`config.mk`:
```
export PLATFORM = sky130hd
export DESIGN_NAME = cache_nway_ctrl
export DESIGN_NICKNAME = d
export VERILOG_FILES = /design/src/rtl/cache_pkg.sv /design/src/rtl/cache_lru.sv /design/src/rtl/cache_nway_ctrl.sv
export SDC_FILE = /design/constraint.sdc
export NUM_CORES = 2
export LEC_CHECK = 0
export ABC_AREA = 1
export CORE_MARGIN = 4
export CORE_UTILIZATION = 40
export CTS_CLUSTER_DIAMETER = 150
export CTS_CLUSTER_SIZE = 24
export DETAILED_ROUTE_END_ITERATION = 8
export PLACE_DENSITY = 0.53
export SLEW_MARGIN = 20
export SYNTH_ARGS = -nofsm -noshare
export SYNTH_HDL_FRONTEND = slang
export SYNTH_SLANG_ARGS = --single-unit
```
`constraint.sdc`:
```
create_clock -name clk -period 5.65 [get_ports clk]
set_input_delay 1.695 -clock clk [delete_from_list [all_inputs] [get_ports clk]]
set_output_delay 1.695 -clock clk [all_outputs]
set_load 0.02 [all_outputs]
```
`src/rtl/cache_pkg.sv`:
```
// ============================================================================
// Module   : cache_pkg
// Brief    : Shared types and load-extend / store-merge helpers for the cache.
// Revision : 1.0
// ============================================================================
`default_nettype none

package cache_pkg;

   localparam int OFFSET_W = 2;

   typedef enum logic [2:0] {
      MC_B  = 3'b000,
      MC_H  = 3'b001,
      MC_W  = 3'b010,
      MC_BU = 3'b100,
      MC_HU = 3'b101
   } memctl_e;

   typedef enum logic [1:0] {
      ST_IDLE  = 2'd0,
      ST_FILL  = 2'd1,
      ST_WRITE = 2'd2
   } state_e;

   // Unknown width codes fall through to a plain word access.
   function automatic logic [31:0] load_extend(input logic [31:0] word,
                                               input logic [1:0]  off,
                                               input logic [2:0]  mc);
      logic [7:0]  b;
      logic [15:0] h;
      logic [31:0] res;
      b = word[{off, 3'b000} +: 8];
      h = off[1] ? word[31:16] : word[15:0];
      case (mc)
         MC_B:    res = {{24{b[7]}}, b};
         MC_BU:   res = {24'd0, b};
         MC_H:    res = {{16{h[15]}}, h};
         MC_HU:   res = {16'd0, h};
         default: res = word;
      endcase
      return res;
   endfunction

   function automatic logic [31:0] store_merge(input logic [31:0] old,
                                               input logic [31:0] wdata,
                                               input logic [1:0]  off,
                                               input logic [2:0]  mc);
      logic [31:0] res;
      res = old;
      case (mc)
         MC_B: res[{off, 3'b000} +: 8] = wdata[7:0];
         MC_H: begin
            if (off[1]) res[31:16] = wdata[15:0];
            else        res[15:0]  = wdata[15:0];
         end
         default: res = wdata;
      endcase
      return res;
   endfunction

endpackage

`default_nettype wire

```
`src/rtl/cache_lru.sv`:
```
// ============================================================================
// Module   : cache_lru
// Brief    : Per-set LRU age array with victim selection and age update.
// Revision : 1.0
// ============================================================================
`default_nettype none

module cache_lru
   import cache_pkg::*;
#(
   parameter int WAYS = 2,
   parameter int SETS = 8,
   localparam int IDX_W = $clog2(SETS),
   localparam int WAY_W = (WAYS > 1) ? $clog2(WAYS) : 1
) (
   input  logic             clk,
   input  logic             rst,
   input  logic [IDX_W-1:0] lookup_set,
   input  logic [WAYS-1:0]  lookup_valid,
   output logic [WAY_W-1:0] victim_way,
   input  logic             upd_en,
   input  logic [IDX_W-1:0] upd_set,
   input  logic [WAY_W-1:0] upd_way
);

   if (WAYS > 1) begin : g_lru_ages
      logic [WAY_W-1:0] age_q [SETS][WAYS];
      logic [WAY_W-1:0] age_d [SETS][WAYS];
      logic [WAY_W-1:0] old_age;
      logic             found_inv;

      always_comb begin
         age_d   = age_q;
         old_age = age_q[upd_set][upd_way];
         if (upd_en) begin
            for (int w = 0; w < WAYS; w++) begin
               if (WAY_W'(w) == upd_way)
                  age_d[upd_set][w] = '0;
               else if (age_q[upd_set][w] < old_age)
                  age_d[upd_set][w] = age_q[upd_set][w] + WAY_W'(1);
            end
         end
      end

      // Ages form a permutation, so exactly one way holds WAYS-1.
      always_comb begin
         victim_way = '0;
         found_inv  = 1'b0;
         for (int w = 0; w < WAYS; w++) begin
            if (!found_inv && !lookup_valid[w]) begin
               victim_way = WAY_W'(w);
               found_inv  = 1'b1;
            end
         end
         if (!found_inv) begin
            for (int w = 0; w < WAYS; w++) begin
               if (age_q[lookup_set][w] == WAY_W'(WAYS - 1))
                  victim_way = WAY_W'(w);
            end
         end
      end

      always_ff @(posedge clk or negedge rst) begin
         if (!rst) begin
            for (int s = 0; s < SETS; s++)
               for (int w = 0; w < WAYS; w++)
                  age_q[s][w] <= WAY_W'(w);
         end else begin
            age_q <= age_d;
         end
      end
   end else begin : g_lru_none
      logic unused_lru;
      assign victim_way = '0;
      assign unused_lru = ^{clk, rst, lookup_set, lookup_valid, upd_en, upd_set, upd_way};
   end

endmodule

`default_nettype wire

```
`src/rtl/cache_nway_ctrl.sv`:
```
// ============================================================================
// Module   : cache_nway_ctrl
// Brief    : N-way set-associative write-through data cache controller.
// Revision : 1.0
// ============================================================================
`default_nettype none

module cache_nway_ctrl
   import cache_pkg::*;
#(
   parameter int ADDRESS_WIDTH = 32,
   parameter int DATA_WIDTH    = 32,
   parameter int WAYS          = 2,
   parameter int SETS          = 8,
   parameter int CNT_WIDTH     = 32
) (
   input  logic                     clk,
   input  logic                     rst,
   input  logic                     cpu_req,
   input  logic                     cpu_we,
   input  logic [ADDRESS_WIDTH-1:0] cpu_addr,
   input  logic [DATA_WIDTH-1:0]    cpu_wdata,
   input  logic [2:0]               memcontrol,
   input  logic                     cpu_flush,
   output logic                     cpu_busy,
   output logic                     cpu_ready,
   output logic [DATA_WIDTH-1:0]    cpu_rdata,
   output logic                     mem_req,
   output logic                     mem_we,
   output logic [ADDRESS_WIDTH-1:0] mem_addr,
   output logic [DATA_WIDTH-1:0]    mem_wdata,
   output logic [2:0]               mem_memcontrol,
   input  logic                     mem_ack,
   input  logic [DATA_WIDTH-1:0]    mem_rdata,
   output logic [CNT_WIDTH-1:0]     hit_count,
   output logic [CNT_WIDTH-1:0]     miss_count
);

   localparam int IDX_W = $clog2(SETS);
   localparam int TAG_W = ADDRESS_WIDTH - OFFSET_W - IDX_W;
   localparam int WAY_W = (WAYS > 1) ? $clog2(WAYS) : 1;

   state_e                   state_q, state_d;
   logic                     ready_q, ready_d;
   logic [DATA_WIDTH-1:0]    rdata_q, rdata_d;
   logic                     mem_req_q, mem_req_d;
   logic                     mem_we_q, mem_we_d;
   logic [ADDRESS_WIDTH-1:0] mem_addr_q, mem_addr_d;
   logic [DATA_WIDTH-1:0]    mem_wdata_q, mem_wdata_d;
   logic [2:0]               mem_mc_q, mem_mc_d;
   logic [CNT_WIDTH-1:0]     hit_cnt_q, hit_cnt_d;
   logic [CNT_WIDTH-1:0]     miss_cnt_q, miss_cnt_d;
   logic [ADDRESS_WIDTH-1:0] req_addr_q, req_addr_d;
   logic [2:0]               req_mc_q, req_mc_d;
   logic                     req_hit_q, req_hit_d;
   logic [WAY_W-1:0]         req_way_q, req_way_d;

   logic [WAYS-1:0]          valid_q [SETS];
   logic [WAYS-1:0]          valid_d [SETS];
   logic [TAG_W-1:0]         tag_q   [SETS][WAYS];
   logic [TAG_W-1:0]         tag_d   [SETS][WAYS];
   logic [DATA_WIDTH-1:0]    data_q  [SETS][WAYS];
   logic [DATA_WIDTH-1:0]    data_d  [SETS][WAYS];

   logic [IDX_W-1:0]         lk_set, rq_set;
   logic [TAG_W-1:0]         lk_tag, rq_tag;
   logic                     lk_hit;
   logic [WAY_W-1:0]         lk_way;
   logic [WAY_W-1:0]         lru_victim;
   logic                     lru_upd_en;
   logic [IDX_W-1:0]         lru_upd_set;
   logic [WAY_W-1:0]         lru_upd_way;

   assign lk_set = cpu_addr[OFFSET_W +: IDX_W];
   assign lk_tag = cpu_addr[ADDRESS_WIDTH-1 -: TAG_W];
   assign rq_set = req_addr_q[OFFSET_W +: IDX_W];
   assign rq_tag = req_addr_q[ADDRESS_WIDTH-1 -: TAG_W];

   always_comb begin
      lk_hit = 1'b0;
      lk_way = '0;
      for (int w = 0; w < WAYS; w++) begin
         if (valid_q[lk_set][w] && (tag_q[lk_set][w] == lk_tag)) begin
            lk_hit = 1'b1;
            lk_way = WAY_W'(w);
         end
      end
   end

   cache_lru #(
      .WAYS (WAYS),
      .SETS (SETS)
   ) u_lru (
      .clk          (clk),
      .rst          (rst),
      .lookup_set   (rq_set),
      .lookup_valid (valid_q[rq_set]),
      .victim_way   (lru_victim),
      .upd_en       (lru_upd_en),
      .upd_set      (lru_upd_set),
      .upd_way      (lru_upd_way)
   );

   always_comb begin
      state_d     = state_q;
      ready_d     = 1'b0;
      rdata_d     = '0;
      mem_req_d   = mem_req_q;
      mem_we_d    = mem_we_q;
      mem_addr_d  = mem_addr_q;
      mem_wdata_d = mem_wdata_q;
      mem_mc_d    = mem_mc_q;
      hit_cnt_d   = hit_cnt_q;
      miss_cnt_d  = miss_cnt_q;
      req_addr_d  = req_addr_q;
      req_mc_d    = req_mc_q;
      req_hit_d   = req_hit_q;
      req_way_d   = req_way_q;
      valid_d     = valid_q;
      tag_d       = tag_q;
      data_d      = data_q;
      lru_upd_en  = 1'b0;
      lru_upd_set = lk_set;
      lru_upd_way = lk_way;

      case (state_q)
         ST_IDLE: begin
            if (cpu_flush) begin
               for (int s = 0; s < SETS; s++)
                  valid_d[s] = '0;
            end else if (cpu_req) begin
               if (lk_hit) begin
                  if (~&hit_cnt_q) hit_cnt_d = hit_cnt_q + CNT_WIDTH'(1);
               end else begin
                  if (~&miss_cnt_q) miss_cnt_d = miss_cnt_q + CNT_WIDTH'(1);
               end
               req_addr_d = cpu_addr;
               req_mc_d   = memcontrol;
               req_hit_d  = lk_hit;
               req_way_d  = lk_way;
               mem_mc_d   = memcontrol;
               if (cpu_we) begin
                  state_d     = ST_WRITE;
                  mem_req_d   = 1'b1;
                  mem_we_d    = 1'b1;
                  mem_addr_d  = cpu_addr;
                  mem_wdata_d = cpu_wdata;
               end else if (lk_hit) begin
                  ready_d    = 1'b1;
                  rdata_d    = load_extend(data_q[lk_set][lk_way], cpu_addr[1:0], memcontrol);
                  lru_upd_en = 1'b1;
               end else begin
                  state_d    = ST_FILL;
                  mem_req_d  = 1'b1;
                  mem_we_d   = 1'b0;
                  mem_addr_d = {cpu_addr[ADDRESS_WIDTH-1:OFFSET_W], {OFFSET_W{1'b0}}};
               end
            end
         end

         ST_FILL: begin
            if (mem_ack) begin
               valid_d[rq_set][lru_victim] = 1'b1;
               tag_d[rq_set][lru_victim]   = rq_tag;
               data_d[rq_set][lru_victim]  = mem_rdata;
               lru_upd_en  = 1'b1;
               lru_upd_set = rq_set;
               lru_upd_way = lru_victim;
               mem_req_d   = 1'b0;
               ready_d     = 1'b1;
               rdata_d     = load_extend(mem_rdata, req_addr_q[1:0], req_mc_q);
               state_d     = ST_IDLE;
            end
         end

         ST_WRITE: begin
            if (mem_ack) begin
               // Store misses do not allocate; only a hit touches the array.
               if (req_hit_q) begin
                  data_d[rq_set][req_way_q] = store_merge(data_q[rq_set][req_way_q],
                                                          mem_wdata_q, req_addr_q[1:0], req_mc_q);
                  lru_upd_en  = 1'b1;
                  lru_upd_set = rq_set;
                  lru_upd_way = req_way_q;
               end
               mem_req_d = 1'b0;
               mem_we_d  = 1'b0;
               ready_d   = 1'b1;
               state_d   = ST_IDLE;
            end
         end

         default: state_d = ST_IDLE;
      endcase
   end

   always_ff @(posedge clk or negedge rst) begin
      if (!rst) begin
         state_q     <= ST_IDLE;
         ready_q     <= 1'b0;
         rdata_q     <= '0;
         mem_req_q   <= 1'b0;
         mem_we_q    <= 1'b0;
         mem_addr_q  <= '0;
         mem_wdata_q <= '0;
         mem_mc_q    <= '0;
         hit_cnt_q   <= '0;
         miss_cnt_q  <= '0;
         req_addr_q  <= '0;
         req_mc_q    <= '0;
         req_hit_q   <= 1'b0;
         req_way_q   <= '0;
         for (int s = 0; s < SETS; s++) begin
            valid_q[s] <= '0;
            for (int w = 0; w < WAYS; w++) begin
               tag_q[s][w]  <= '0;
               data_q[s][w] <= '0;
            end
         end
      end else begin
         state_q     <= state_d;
         ready_q     <= ready_d;
         rdata_q     <= rdata_d;
         mem_req_q   <= mem_req_d;
         mem_we_q    <= mem_we_d;
         mem_addr_q  <= mem_addr_d;
         mem_wdata_q <= mem_wdata_d;
         mem_mc_q    <= mem_mc_d;
         hit_cnt_q   <= hit_cnt_d;
         miss_cnt_q  <= miss_cnt_d;
         req_addr_q  <= req_addr_d;
         req_mc_q    <= req_mc_d;
         req_hit_q   <= req_hit_d;
         req_way_q   <= req_way_d;
         valid_q     <= valid_d;
         tag_q       <= tag_d;
         data_q      <= data_d;
      end
   end

   assign cpu_busy       = (state_q != ST_IDLE);
   assign cpu_ready      = ready_q;
   assign cpu_rdata      = rdata_q;
   assign mem_req        = mem_req_q;
   assign mem_we         = mem_we_q;
   assign mem_addr       = mem_addr_q;
   assign mem_wdata      = mem_wdata_q;
   assign mem_memcontrol = mem_mc_q;
   assign hit_count      = hit_cnt_q;
   assign miss_count     = miss_cnt_q;

endmodule

`default_nettype wire

```
[Word-level counts from Yosys, hierarchy flattened]
Index checks and enable logic that the tools add are counted.
W data, S select, Z words.
Storage, ports and cells
  flip-flop bits (word level): 1178
  input port bits: 105
  output and inout bits: 167
  logic and storage cells: 288
Operators by class
  add/sub/neg operators: 5
  $lt $le $gt $ge: 15
  equality and inequality tests: 19
  shifts and indexed selects: 4
  muxes and demuxes: 129
  bitwise logic cells: 16
  reduce and logical (&&, ||, !) cells: 31
Operators with widths (count)
  $mux W512: 3
  $bwmux W512: 2
  $pmux W512 S2: 1
  $mux W32: 18
  $bwmux W432: 1
  $bmux W64 S3: 2
  $demux W64 S3: 2
  $mux W64: 6
  $pmux W32 S4: 2
  $mux W16: 11
  $bmux W54 S3: 1
  $demux W54 S3: 1
  $mux W54: 3
  $pmux W32 S2: 2
  $add A32 B1 Y32 const B: 2
  $demux W32 S1: 2
  $reduce_and A32 Y1: 2
  $shiftx A32 B6 Y8: 2
  $eq A27 B27 Y1: 2
  $mux W1: 33
  $and A16 B16 Y16: 2
  $bwmux W16: 2
  $bwmux W32: 1
  $not A16 Y16: 2
  other kinds (44): 114

[Depth between registers and ports, before layout]
  depth after elaboration: 23
  depth in mapped cells: 25
  depth with buffers taken out: 22

[By module]
Synthesis repeated with hierarchy kept, for this count alone.
Unflattened totals
  cell total of the unflattened synthesis: 9030
  area, all modules: 66343.6 µm²
By module, submodules not included
  cache_nway_ctrl: instances 1, cells each 8728, area an instance 64617.0 µm², seq. area each 29077.9 µm²
  cache_lru: instances 1, cells each 302, area an instance 1726.7 µm², seq. area each 410.4 µm²

[Worst setup path before layout]
Ideal clock, no wire load.
  path type: input-to-reg
  start point: input cpu_addr[3]
  end point: register u_lru.g_lru_ages.age_q[15] in the netlist's numbering
  setup time: 0.117 ns
  arrival time: 3.763 ns
  required time: 5.533 ns
  path slack: 1.770 ns
  stages: 15
  buffers on the path: 4
  cells stage by stage: buf_2 inv_2 buf_4 buf_2 o22ai_1 buf_2 mux2_2 nand2_1 nand2_1 nor2_4 inv_2 o21ai_0 nand2_1 nand2_1 nand2_1
Between the ends
  cells in the longest elaborated chain, start to end: 21
  elaborated cells between the ends (all ways): 56
RTL lines
  from (decl): RTL line cache_nway_ctrl.sv:21  | input logic [ADDRESS_WIDTH-1:0] cpu_addr,
  $not A3 Y4 (not written as such): RTL line cache_nway_ctrl.sv:83  | if (valid_q[lk_set][w] && (tag_q[lk_set][w] == lk_tag)) begin
  $bmux W54 S3: RTL line cache_nway_ctrl.sv:83
  $mux W54 (not written as such) (2 in series): RTL line cache_nway_ctrl.sv:83
  $eq A27 B27 Y1: RTL line cache_nway_ctrl.sv:83
  $logic_and A1 B1 Y1: RTL line cache_nway_ctrl.sv:83
  $mux W1: RTL line cache_nway_ctrl.sv:83
  $mux W1: RTL line cache_nway_ctrl.sv:179  | if (req_hit_q) begin
  $mux W1: RTL line cache_nway_ctrl.sv:177  | if (mem_ack) begin
  [2 not listed]
  $mux W1 (not written as such) (3 in series): RTL line cache_lru.sv:34  | old_age = age_q[upd_set][upd_way];
  $lt A1 B1 Y1: RTL line cache_lru.sv:39  | else if (age_q[upd_set][w] < old_age)
  $mux W16: RTL line cache_lru.sv:39
  $mux W16: RTL line cache_lru.sv:37  | if (WAY_W'(w) == upd_way)
  $mux W16: RTL line cache_lru.sv:35  | if (upd_en) begin
  $bwmux W16: RTL line cache_lru.sv:40  | age_d[upd_set][w] = age_q[upd_set][w] + WAY_W'(1);
  $mux W16: RTL line cache_lru.sv:39
  $mux W16: RTL line cache_lru.sv:37
  to (signal, indexed assignment): RTL line cache_lru.sv:67  | age_q[s][w] <= WAY_W'(w);
  to (signal assigned): RTL line cache_lru.sv:69  | age_q <= age_d;
  to (decl): RTL line cache_lru.sv:27  | logic [WAY_W-1:0] age_q [SETS][WAYS];
Parallel ways exist; a longest one is shown, timed or not. The select of a mux whose other input is x is not followed.
A chain may end at the register's enable or synchronous reset.

[Final worst setup path]
  start point: input cpu_addr[2]
  end point: register rdata_q[25], in the netlist cpu_rdata[25]
Between the ends
  cells in the longest elaborated chain, start to end: 18
  elaborated cells between the ends (all ways): 29
RTL lines
  $not A3 Y4 (not written as such) (*): RTL line cache_nway_ctrl.sv:83, cache_nway_ctrl.sv:150
  $bmux W54 S3: RTL line cache_nway_ctrl.sv:83
  $mux W54 (not written as such) (2 in series): RTL line cache_nway_ctrl.sv:83
  $eq A27 B27 Y1: RTL line cache_nway_ctrl.sv:83
  $logic_and A1 B1 Y1: RTL line cache_nway_ctrl.sv:83
  $mux W1: RTL line cache_nway_ctrl.sv:83
  $not A1 Y2 (not written as such): RTL line cache_nway_ctrl.sv:150  | rdata_d = load_extend(data_q[lk_set][lk_way], cpu_addr[1:0], memcontrol);
  $mux W32 (not written as such) (3 in series): RTL line cache_nway_ctrl.sv:150
  $shiftx A32 B6 Y8 or $mux W16 (tied branches): RTL line cache_pkg.sv:33, cache_pkg.sv:34
  $pmux W32 S4: RTL line cache_pkg.sv:35  | case (mc)
  $mux W32 (*): RTL line cache_nway_ctrl.sv:148  | end else if (lk_hit) begin
  $mux W32 (*): RTL line cache_nway_ctrl.sv:142  | if (cpu_we) begin
  $mux W32 (*): RTL line cache_nway_ctrl.sv:131  | end else if (cpu_req) begin
  $mux W32 (*): RTL line cache_nway_ctrl.sv:128  | if (cpu_flush) begin
  $pmux W32 S2 (*): RTL line cache_nway_ctrl.sv:126  | case (state_q)
  via rdata_d[25]: RTL line cache_nway_ctrl.sv:45  | logic [DATA_WIDTH-1:0] rdata_q, rdata_d;
  to (signal assigned): RTL line cache_nway_ctrl.sv:223  | rdata_q <= rdata_d;
  to (decl): RTL line cache_nway_ctrl.sv:45
The timed path passes the listed nets; every way through them passes the cells marked *. The select of a mux whose other input is x is not followed.

==> impl_results.md <==
- Slew Limit Fails: 0
- Root Buffer Master: clkbuf_16
- Postcts setup bufs: 0
- CTS clock-pin slew for the worst setup and hold paths: 0.11 ns
- Setup-failing EPs final: 0
- Period utilization: 93.3%
- Reg2reg start: req_addr_q[2]
- Largest net degree at the start of global routing: 148
- CP Launch Type: input pin
- # rows: 149
- Syn Inst Count: 9166
- DIE WIDTH: 415 microns
- Yosys warns: 0
- Post-synth EDFFs: 0
- Seq/Total Area, Yosys: 44.6%
- Detailed Route Iter0 Violations: 9272
- Final hold violations: 0
- Fmax: 0.190 GHz
- Worst setup margin: 0.378 ns
- Worst slew margin: 14.8%
- Syn Nets: 9282
- Die Area: 172000 sq um
- Worst Path Arrival: 5.96 ns
- Crit path cell chain: buf_8, inv_8, buf_4, nand2_1, nand3_1, nand3_1, nand3_1, nand2_1, nor2_1, nand2_1, nor2_1, nand2_1, nor2_2, buf_4, nand3_1, buf_4, a31oi_1, nand2_1, nand2_1
- Hold path start: u_lru.g_lru_ages.age_q[2]
- CTS H-tree lvls: 2
- First-pass DRT Iterations: 7
- RePlAce Congestion: 0.978
- PostCTS Resize Cnt: 0
- Ys async rst share: 100%
- CORE AREA: 165000 sq um
- Worst-Margin Slew: 1.26 ns
- RSZ-0062 raised after global routing: no
- Worst skew pair latency: 0.77 ns
- Max rail drop VDD: 305 uV
- Post-synthesis sequential element count: 1178
- Crit-path slowest cell: nand3_1
- Remaining Overflow, GRT: 0
- Layout overhead on the synthesized area: 11.4%
- Worst min path class: register to register
- Worst-case clock skew: 0.0351 ns
- Most frequent cells in the layout: 2723 x nand2_1, 1222 x o21ai_0, 1169 x dfrtp_1
- Distinct cells, synth: 58
- Drt wl/cell: 28.4 microns
- Die span in y: 415 microns
- Max cap viols: 0
- Post-Route WL: 323000 microns
- CP max stage delay: 0.64 ns
- Tot GR Track Use: 36.3%
- Cell area after layout: 73800 sq um
- Critical Path RT: 6.33 ns
- CTS tree: yes
- Syn_area_per_cell: 7.22 sq um
- First-pass GRT wire length: 467000 microns
- Kind of critical path: input pin to register
- Hold_buf cts: 0
- Port Buffers: 271
- Primary FF master, synth: dfrtp_1
- Share of layout cells above drive strength 1: 6.28%
- Antenna Nets Post-Route: 0
- Max clock buf depth: 3
- Num CTS Buffers: 55
- Worst Path Max Fanout: 50
- Status: finished clean
- Pwr/cell area: 431 nW/um^2
- Cell Area, Synth: 66200 sq um
- Crit path time final: 5.27 ns
- IO Count: 272
- Leakage power: 33.2 nW
- Setup WS pre-CTS: -0.207 ns
- Antenna violations before repair: 24
- Initial core utilization: 40.2%
- CP endpoint kind: register
- Post-route DRC: 0
- Placed cell areas: 72200 sq um
- Avg Vias per Cell: 6.03
- Vias in the first global route: 64000
- Post-route insts no fill: 11400
- Commonest non-fill, non-tap cell in the layout: nand2_1
- # nets final: 9271
- Setup TNS: 0 ns
- Dpl cells: 11300
- Dpl hpwl: 215000 microns
- Clock sink total: 1178
- Vias post-DR: 68500
- Final-layout fill cell count: 16800
- CP startpoint: cpu_addr[2]
- Most frequent CP cell: nand2_1
stage by stage:
| step | power, mW | hold WS [ns] | util (%) |
|---|---|---|---|
| 2_1_floorplan | 19.1 | 0.448 | - |
| 3_3_place_gp | 26.2 | 0.461 | 43.8 |
| 3_5_place_dp | 26.3 | 0.465 | 43.8 |
| 4_1_cts | 31.2 | 0.481 | 44.8 |
| 5_1_grt | 33.0 | 0.507 | 44.8 |
| 6_report | 31.8 | 0.478 | 44.8 |
final timing paths:
path                                        endpoint  slack (ns)  depth (start not counted)
setup / recovery                       cpu_rdata[25]        0.38                         19
hold / removal             u_lru.g_lru_ages.age_q[2]        0.48                          2
setup reg to reg                         data_q[216]        1.11                         10
hold reg to reg            u_lru.g_lru_ages.age_q[2]        0.48                          2
max in group asynchronous                   tag_q[9]        3.42                          2
min in group asynchronous  u_lru.g_lru_ages.age_q[3]        0.86                          1
cell usage after synthesis (3+ instances only):
| library cell | instances | area (sq um) |
|---|---|---|
| o22ai_1 | 362 | 2260 |
| o41ai_1 | 12 | 105 |
| inv_1 | 592 | 2220 |
| nor3_1 | 51 | 255 |
| clkinv_1 | 6 | 22.5 |
| a21oi_2 | 8 | 70.1 |
| a211oi_1 | 8 | 60.1 |
| and2_1 | 6 | 37.5 |
| o21ai_1 | 70 | 350 |
| nand2_1 | 2746 | 10300 |
| o31ai_1 | 8 | 60.1 |
| inv_2 | 37 | 139 |
| nor2_1 | 815 | 3060 |
| clkbuf_1 | 433 | 1630 |
| o2111ai_1 | 31 | 272 |
| nand2_2 | 5 | 31.3 |
| buf_2 | 175 | 876 |
| o221ai_1 | 79 | 692 |
| or2_2 | 11 | 68.8 |
| a22oi_1 | 44 | 330 |
| dfrtp_1 | 1170 | 29300 |
| nand3_2 | 4 | 40.0 |
| mux2_2 | 25 | 282 |
| dfstp_2 | 8 | 210 |
| buf_6 | 3 | 33.8 |
| nor2_4 | 8 | 90.1 |
| buf_1 | 51 | 191 |
| ha_1 | 11 | 138 |
| a31oi_1 | 136 | 851 |
| a21oi_1 | 237 | 1190 |
| buf_4 | 26 | 195 |
| nand3_1 | 424 | 2120 |
| xor2_1 | 45 | 394 |
| o21ai_0 | 1225 | 6130 |
| o22a_1 | 4 | 35.0 |
| xnor2_1 | 15 | 131 |
| nor2_2 | 8 | 50.1 |
| o211ai_1 | 97 | 728 |
| o21a_1 | 25 | 188 |
| nor4_1 | 29 | 181 |
| nand4_1 | 63 | 394 |
| a221oi_1 | 31 | 272 |
state kept, by name (all words and copies together) (netlist names):
| signal | flops |
|---|---|
| miss_count | 32 |
| state_q | 2 |
| req_way_q | 1 |
| req_mc_q | 3 |
| cpu_rdata | 32 |
| req_addr_q | 32 |
| req_hit_q | 1 |
| data_q | 512 |
| mem_addr | 32 |
| u_lru.g_lru_ages.age_q | 16 |
| tag_q | 432 |
| mem_we | 1 |
| mem_req | 1 |
| hit_count | 32 |
| cpu_ready | 1 |
| mem_wdata | 32 |
| valid_q | 16 |
kinds of logic (layout without fill, tap and decap cells):
logic type / count (synthesis) / after routing / synth area share [%]
and+or+nand+nor: 4180 / 4180 / 25.3
AOI/OAI and AO/OA: 2387 / 2387 / 20.7
xor gates and xnor gates: 60 / 60 / 0.794
adders and majority gates: 11 / 11 / 0.208
other: 0 / 17 / 0
buffers and inverters: 1324 / 1326 / 8.04
DFF: 1178 / 1178 / 44.6
muxes: 26 / 26 / 0.440
routing by layer:
metal / share of wire [%] / vias to the layer above / global-route usage, %
met1: 40 / 33100 / 48.4
met2: 43 / 4080 / 54.2
li1: - / 30500 / -
met4: 6.4 / 16 / 19.2
met5: 0.059 / - / 0.472
met3: 11 / 903 / 8.92
report_power, final:
| part | internal [mW] | leakage, nW | switching, mW |
|---|---|---|---|
| clock | 1.81 | 0.735 | 3.11 |
| combinational | 4.06 | 17.1 | 11.0 |
| sequential | 10.3 | 15.4 | 1.42 |
critical path: cells and delay by family:
family                 cells  cell delay [ns]
buffers and inverters      5             1.54
AND/OR/NAND/NOR           13             2.31
AO/OA/AOI/OAI              1             0.34
final cells by class:
type	instances	area [sq um]	area share, %
multi-input cells	6664	31600	42.9
flip-flops and latches	1178	29500	40.0
repair buffers	621	5920	8.03
well taps	2189	2740	3.71
inverters	635	2400	3.26
clock buffers	65	1410	1.92
clock inverters	5	108	0.146
diodes	17	42.5	0.0577
Note: power is estimated with default switching activity, not from simulation.
